<file path="src/rtl/pipelined_parallel_adder.sv">
// Ripple-carry adder split into STAGES registered slices with valid/ready flow control and bubble collapsing.
// Optional saturation of the signed result is enabled by defining PIPELINED_PARALLEL_ADDER_SAT_EN.
module pipelined_parallel_adder #(
  parameter int WIDTH  = 16,
  parameter int STAGES = 4
) (
  input  logic             clk,
  input  logic             rst,
  input  logic             in_valid,
  output logic             in_ready,
  input  logic [WIDTH-1:0] in1,
  input  logic [WIDTH-1:0] in2,
  input  logic             ic,
  output logic             out_valid,
  input  logic             out_ready,
  output logic [WIDTH-1:0] out,
  output logic             oc,
  output logic             ovf
);
  localparam int W = WIDTH / STAGES;

  for (genvar k = 0; k < STAGES; k++) begin : g_stage
    localparam int SW = (k + 1) * W;

    logic          valid_r;
    logic          carry_r;
    logic [SW-1:0] sum_r;
    logic          ready_s;
    logic          take_s;
    logic          load_s;
    logic          cin_s;
    logic [W-1:0]  a_s;
    logic [W-1:0]  b_s;
    logic [W:0]    slice_s;
    logic [SW-1:0] sum_s;
    logic [SW-1:0] store_s;

    // Stage 0 reads the ports; later stages read the remaining operand bits of the previous stage.
    if (k == 0) begin : g_src
      assign a_s    = in1[W-1:0];
      assign b_s    = in2[W-1:0];
      assign cin_s  = ic;
      assign take_s = in_valid;
      assign sum_s  = slice_s[W-1:0];
    end else begin : g_src
      assign a_s    = g_stage[k-1].g_rem.a_rem_r[W-1:0];
      assign b_s    = g_stage[k-1].g_rem.b_rem_r[W-1:0];
      assign cin_s  = g_stage[k-1].carry_r;
      assign take_s = g_stage[k-1].valid_r;
      assign sum_s  = {slice_s[W-1:0], g_stage[k-1].sum_r};
    end

    // A stage can take new data when empty or when its content moves on this cycle.
    if (k == STAGES - 1) begin : g_rdy
      assign ready_s = !valid_r || out_ready;
    end else begin : g_rdy
      assign ready_s = !valid_r || g_stage[k+1].ready_s;
    end

    assign slice_s = {1'b0, a_s} + {1'b0, b_s} + {{W{1'b0}}, cin_s};
    assign load_s  = ready_s && take_s;

    if (k < STAGES - 1) begin : g_rem
      localparam int RW = WIDTH - SW;
      logic [RW-1:0] a_rem_r;
      logic [RW-1:0] b_rem_r;
      logic [RW-1:0] a_rem_s;
      logic [RW-1:0] b_rem_s;

      if (k == 0) begin : g_rsrc
        assign a_rem_s = in1[WIDTH-1:W];
        assign b_rem_s = in2[WIDTH-1:W];
      end else begin : g_rsrc
        assign a_rem_s = g_stage[k-1].g_rem.a_rem_r[RW+W-1:W];
        assign b_rem_s = g_stage[k-1].g_rem.b_rem_r[RW+W-1:W];
      end

      // Operand bits still to be added travel with the operation.
      always_ff @(posedge clk) begin
        if (rst) begin
          a_rem_r <= '0;
          b_rem_r <= '0;
        end else if (load_s) begin
          a_rem_r <= a_rem_s;
          b_rem_r <= b_rem_s;
        end
      end
    end

    if (k == STAGES - 1) begin : g_last
      logic cin_msb_s;
      logic ovf_s;
      logic ovf_r;

      // Carry into the MSB is recovered from the MSB sum bit and its operand bits.
      assign cin_msb_s = a_s[W-1] ^ b_s[W-1] ^ slice_s[W-1];
      assign ovf_s     = cin_msb_s ^ slice_s[W];

`ifdef PIPELINED_PARALLEL_ADDER_SAT_EN
      // Clamp toward the sign of in1 when the signed result overflowed.
      always_comb begin
        if (ovf_s) begin
          if (a_s[W-1]) begin
            store_s = {1'b1, {(WIDTH-1){1'b0}}};
          end else begin
            store_s = {1'b0, {(WIDTH-1){1'b1}}};
          end
        end else begin
          store_s = sum_s;
        end
      end
`else
      assign store_s = sum_s;
`endif

      // Overflow flag registered alongside the final sum.
      always_ff @(posedge clk) begin
        if (rst) begin
          ovf_r <= 1'b0;
        end else if (load_s) begin
          ovf_r <= ovf_s;
        end
      end
    end else begin : g_mid
      assign store_s = sum_s;
    end

    // Stage valid bit, slice carry and accumulated sum bits.
    always_ff @(posedge clk) begin
      if (rst) begin
        valid_r <= 1'b0;
        carry_r <= 1'b0;
        sum_r   <= '0;
      end else if (load_s) begin
        valid_r <= 1'b1;
        carry_r <= slice_s[W];
        sum_r   <= store_s;
      end else if (ready_s) begin
        valid_r <= 1'b0;
      end
    end
  end

  assign in_ready  = g_stage[0].ready_s;
  assign out_valid = g_stage[STAGES-1].valid_r;
  assign out       = g_stage[STAGES-1].sum_r;
  assign oc        = g_stage[STAGES-1].carry_r;
  assign ovf       = g_stage[STAGES-1].g_last.ovf_r;

endmodule

</file>
<file path="config.mk">
export PLATFORM = sky130hd
export DESIGN_NAME = pipelined_parallel_adder
export DESIGN_NICKNAME = d
export VERILOG_FILES = /design/src/rtl/pipelined_parallel_adder.sv
export SDC_FILE = /design/constraint.sdc
export NUM_CORES = 1
export LEC_CHECK = 0
export ABC_AREA = 1
export CAP_MARGIN = 20
export CORE_UTILIZATION = 45
export DETAILED_ROUTE_END_ITERATION = 16
export DONT_BUFFER_PORTS = 1
export PLACE_DENSITY = 0.64
export SETUP_SLACK_MARGIN = 0.05
export SYNTH_ARGS = -nofsm -noshare
export SYNTH_HDL_FRONTEND = slang
export SYNTH_SLANG_ARGS = --single-unit
</file>
<file path="constraint.sdc">
create_clock -name clk -period 2.3 [get_ports clk]
set_input_delay 0.46 -clock clk [delete_from_list [all_inputs] [get_ports clk]]
set_output_delay 0.46 -clock clk [all_outputs]
set_load 0.03 [all_outputs]
</file>
After elaboration in Yosys (flattened, before gate mapping)
Cells that the tools add are included.

word-level totals
  bits in registers = 97
  input bits = 37
  output and inout bits = 20
  logic and storage cells = 54

cells by class
  add/sub/neg operators = 8
  muxes and demuxes = 8
  bitwise gates (word level) = 3
  reduce and logical (&&, ||, !) cells = 16

operators by type and width
  cell                                    number
  4-bit by 4-bit adder with 5-bit output  4
  5-bit by 1-bit adder with 5-bit output  4
  1-bit 2-to-1 mux                        8
  2-bit nonzero test                      4
  1-bit logical AND                       4
  1-bit logical NOT                       4
  1-bit logical OR                        4
  1-bit XOR                               3

Longest topological paths before layout
  depth in word-level cells = 7
  mapped depth = 10
  gate-level depth less buffers = 10

Worst setup path before layout
No wires, ideal clock.

  kind = register -> register
  from = reg g_stage[2].carry_r
  to = reg g_stage[3].g_last.ovf_r, in the netlist ovf
  library setup time = 0.109 ns
  data arrival time = 1.549 ns
  required time = 2.191 ns
  slack = 0.642 ns
  stages on the path, launching flop included = 11
  path buffers = 0
  clock period less this slack = 1.658 ns
  cells stage by stage = dfxtp_1 > fa_1 > fa_1 > nand2_1 > nand2_1 > nand2_1 > nand2_1 > nand2_1 > nand3_1 > nand2_1 > inv_1

on the way
  word-level cells in the longest chain between the ends = 3

RTL lines
  element                                   line  text
  start, declared                           26    logic carry_r;
  start signal, assigned                    136   carry_r <= slice_s[W];
  5-bit by 1-bit adder with 5-bit output *  60    assign slice_s = {1'b0, a_s} + {1'b0, b_s} + {{W{1'b0}}, cin_s};
  1-bit XOR                                 96    assign cin_msb_s = a_s[W-1] ^ b_s[W-1] ^ slice_s[W-1];
  1-bit XOR *                               97    assign ovf_s = cin_msb_s ^ slice_s[W];
  end signal, assigned                      121   ovf_r <= ovf_s;
  end, declared                             93    logic ovf_r;

Every way passes the cells marked *; elsewhere a longest branch is shown, timed or not.
A chain may end at the register's enable or synchronous reset.

Worst setup path after layout
  from = reg g_stage[3].valid_r, in the netlist out_valid
  to = out in_ready

on the way
  word-level cells in the longest chain between the ends = 5

RTL lines
  element                         line  text
  start, declared                 25    logic valid_r;
  start signal, assigned          131   valid_r <= 1'b0;
  start signal, assigned          135   valid_r <= 1'b1;
  start signal, assigned          139   valid_r <= 1'b0;
  1-bit logical NOT               55    assign ready_s = !valid_r || out_ready;
  1-bit logical OR                55
  1-bit logical OR (3 in series)  57    assign ready_s = !valid_r || g_stage[k+1].ready_s;
  end, declared                   10    output logic in_ready,

Every way passes these cells.

==> results.json <==
{
  "fin_tns_setup_ns": 0,
  "synth_area_um2": 4183,
  "fin_crit_ns": 1.871,
  "die_h_um": 98.41,
  "post-cts-setup-buffer-count": 0,
  "reg2reg_from": "g_stage[2].carry_r",
  "synth_top_area_cell": "dfxtp_1",
  "remaining_drc_errors": 3,
  "ios": 57,
  "rows": 34,
  "gr-total-overflow": 0,
  "htree_levels": 3,
  "core-area_um2": 8848,
  "die_w_um": 98.41,
  "synth_top_area_share_pct": 46.43,
  "finalHoldViolCount": 0,
  "antenna_found_initial": 0,
  "synthTopCellsByArea": "dfxtp_1 (46%), nor2_1 (13%), o21ai_0 (6.8%)",
  "grt_pass1_vias": 3082,
  "min-delay-start": "rst",
  "cts_tree": "done",
  "drive_above_1_share_pct": 4.906,
  "setup_viol_count_final": 0,
  "wirelength_mm": 7.870,
  "worstPathRequired_ns": 1.84,
  "violations": "DRC",
  "syn_to_final_growth_pct": 5.085,
  "slew_headroom_pct": 50.95,
  "cp_max_fo": 59,
  "synthMuxAreaShare_pct": 0,
  "synthAdderAreaFrac_pct": 7.418,
  "cts_resized": 0,
  "grt_max_degree": 60,
  "postSynthCellCount": 543,
  "via_count": 3211,
  "synth-main-ff-cell": "dfxtp_1",
  "globalplace.congestion": 0.7922,
  "yosys_warnings": 0,
  "cts.sinks": 97,
  "cts-root-buf": "clkbuf_8",
  "hpwlAfterDp_mm": 5.339,
  "nNetsFinal": 583,
  "max_slew.worst_pin.slew_ns": 0.7350,
  "final_max_slew_viol_count": 0,
  "synth.distinct_cells": 24,
  "fin_worst_skew_ns": 0.01147,
  "grt_use_total_pct": 17.40,
  "rsz0062_at_grt": "false",
  "clock_path_buffers": 2,
  "multi_input_area_um2": 1971,
  "antenna_cells": 0,
  "status": "finished with violations",
  "crit_path_start_kind": "flip-flop",
  "port_buffers": 0,
  "finalCritPeriodShare_pct": 81.34,
  "register_area_um2": 1942,
  "detail-route-antenna-nets": 0,
  "synth_top_family_by_area": "simple AND/OR/NAND/NOR gates",
  "grt_pass1_wl_mm": 13.60,
  "synth-edff-count": 0,
  "fill_cells": 896,
  "start_util_pct": 47.27,
  "dr.pass1.iters": 10,
  "clk_latency_ns": 0.36,
  "power_leakage_nw": 1.931,
  "hold_path_class": "primary input to flip-flop",
  "synthSimpleGateAreaFrac_pct": 26.56,
  "dieArea_um2": 9685,
  "synth.avg_cell_area_um2": 7.703,
  "p_per_area_nw_per_um2": 741.7,
  "critPathArrivalTime_ns": 1.41,
  "vdd_drop_max_mv": 0.3108,
  "synth.most_common_cell": "nor2_1",
  "synth_xor_area_share_pct": 0.8376,
  "syn_nets": 600,
  "fin_util_pct": 49.67,
  "crit_type": "flip-flop to output port",
  "cp-end-kind": "output port",
  "path_clk_slew_ns": 0.09,
  "synth_compound_area_share_pct": 12.29,
  "drtIter0Drc": 145,
  "synth-seq-area-share_pct": 46.43,
  "synth_seq_cells": 97,
  "startpoint": "out_valid",
  "max_cap_violations": 0,
  "clock.fmax_ghz": 0.5346,
  "ys_top_cells_by_count": "nor2_1 (149), dfxtp_1 (97), nand2_1 (66), o21ai_0 (57), a21oi_1 (43)",
  "ys_async_sr_fraction_pct": 0,
  "post_drt_wl_per_cell_um": 12.34,
  "drt-vias-per-instance": 5.033,
  "hold_buffers": 0,
  "cts_buffers": 9
}
cells in the final DEF (no fill, tap or decap), drive strengths merged:
master / synthesis / final
fa: 8 / 8
clkinvlp: 0 / 1
nand2: 66 / 66
a21oi: 44 / 44
ha: 12 / 12
nand3b: 25 / 25
clkbuf: 10 / 9
xor2: 2 / 2
bufinv: 0 / 1
nand3: 15 / 15
nand4: 2 / 2
xnor2: 2 / 2
dfxtp: 97 / 97
nor3: 1 / 1
o21ai: 58 / 58
buf: 24 / 6
clkinv: 0 / 3
nor2: 151 / 151
inv: 26 / 27
worst max-delay path, stage by stage, from the launching register on:
cell and delay, ns:
dfxtp_1 0.32, inv_1 0.08, nor2_4 0.06, nand4_2 0.06, buf_4 0.50
metal layers:
layer,share of wire [%],track usage [%]
met1,50,22.87
met2,42,28.06
met4,1.3,6.544
met3,6.1,3.972
met5,0,0
flip-flops by register name, indices dropped and copies added, names as in the netlist:
signal                 flops
g_stage.carry_r            3
g_stage.g_rem.a_rem_r     24
g_stage.g_rem.b_rem_r     24
g_stage.sum_r             24
g_stage.valid_r            3
oc                         1
out                       16
out_valid                  1
ovf                        1
layout make-up:
cell class	count	share of cell area, %
well taps	108	3.074
flip-flops and latches	97	44.18
clock buffers	9	2.818
clock inverters	6	1.566
multi-input cells	386	44.83
inverters	26	2.220
repair buffers	6	1.309
per-stage QoR:
step	area, um^2	instances	hold slack (ns)	setup WS, ns	total power, W
floorplan	4183	543	0.4291	0.6422	0.002158
global placement	4203	623	0.4564	0.5690	0.002201
detailed placement	4203	623	0.4622	0.5413	0.002213
CTS	4395	638	0.1429	0.4119	0.003292
global route	4395	638	0.1341	0.3140	0.003433
finish	4395	638	0.1583	0.4293	0.003260
power breakdown:
group / total [W] / leakage (nW) / internal (W) / switching [W]
combinational: 0.000319 / 1.04 / 0.000135 / 0.000183
clock: 0.00109 / 0.0957 / 0.000503 / 0.000587
sequential: 0.00185 / 0.798 / 0.00178 / 0.0000763
logic make-up (layout without fill, tap and decap cells):
family,Yosys count,in the layout
and+or+nand+nor,260,260
AOI/OAI and AO/OA,102,102
DFF,97,97
buffers and inverters,60,47
adders and majority gates,20,20
xor gates and xnor gates,4,4
path summary, 6_finish.rpt:
path	depth (start not counted)	slack (ns)	end
max	4	0.43	in_ready
min	1	0.16	g_stage[1].sum_r[6]
max reg2reg	10	0.52	ovf
min reg2reg	2	0.48	g_stage[1].g_rem.a_rem_r[7]
(Power assumes the default switching activity.)
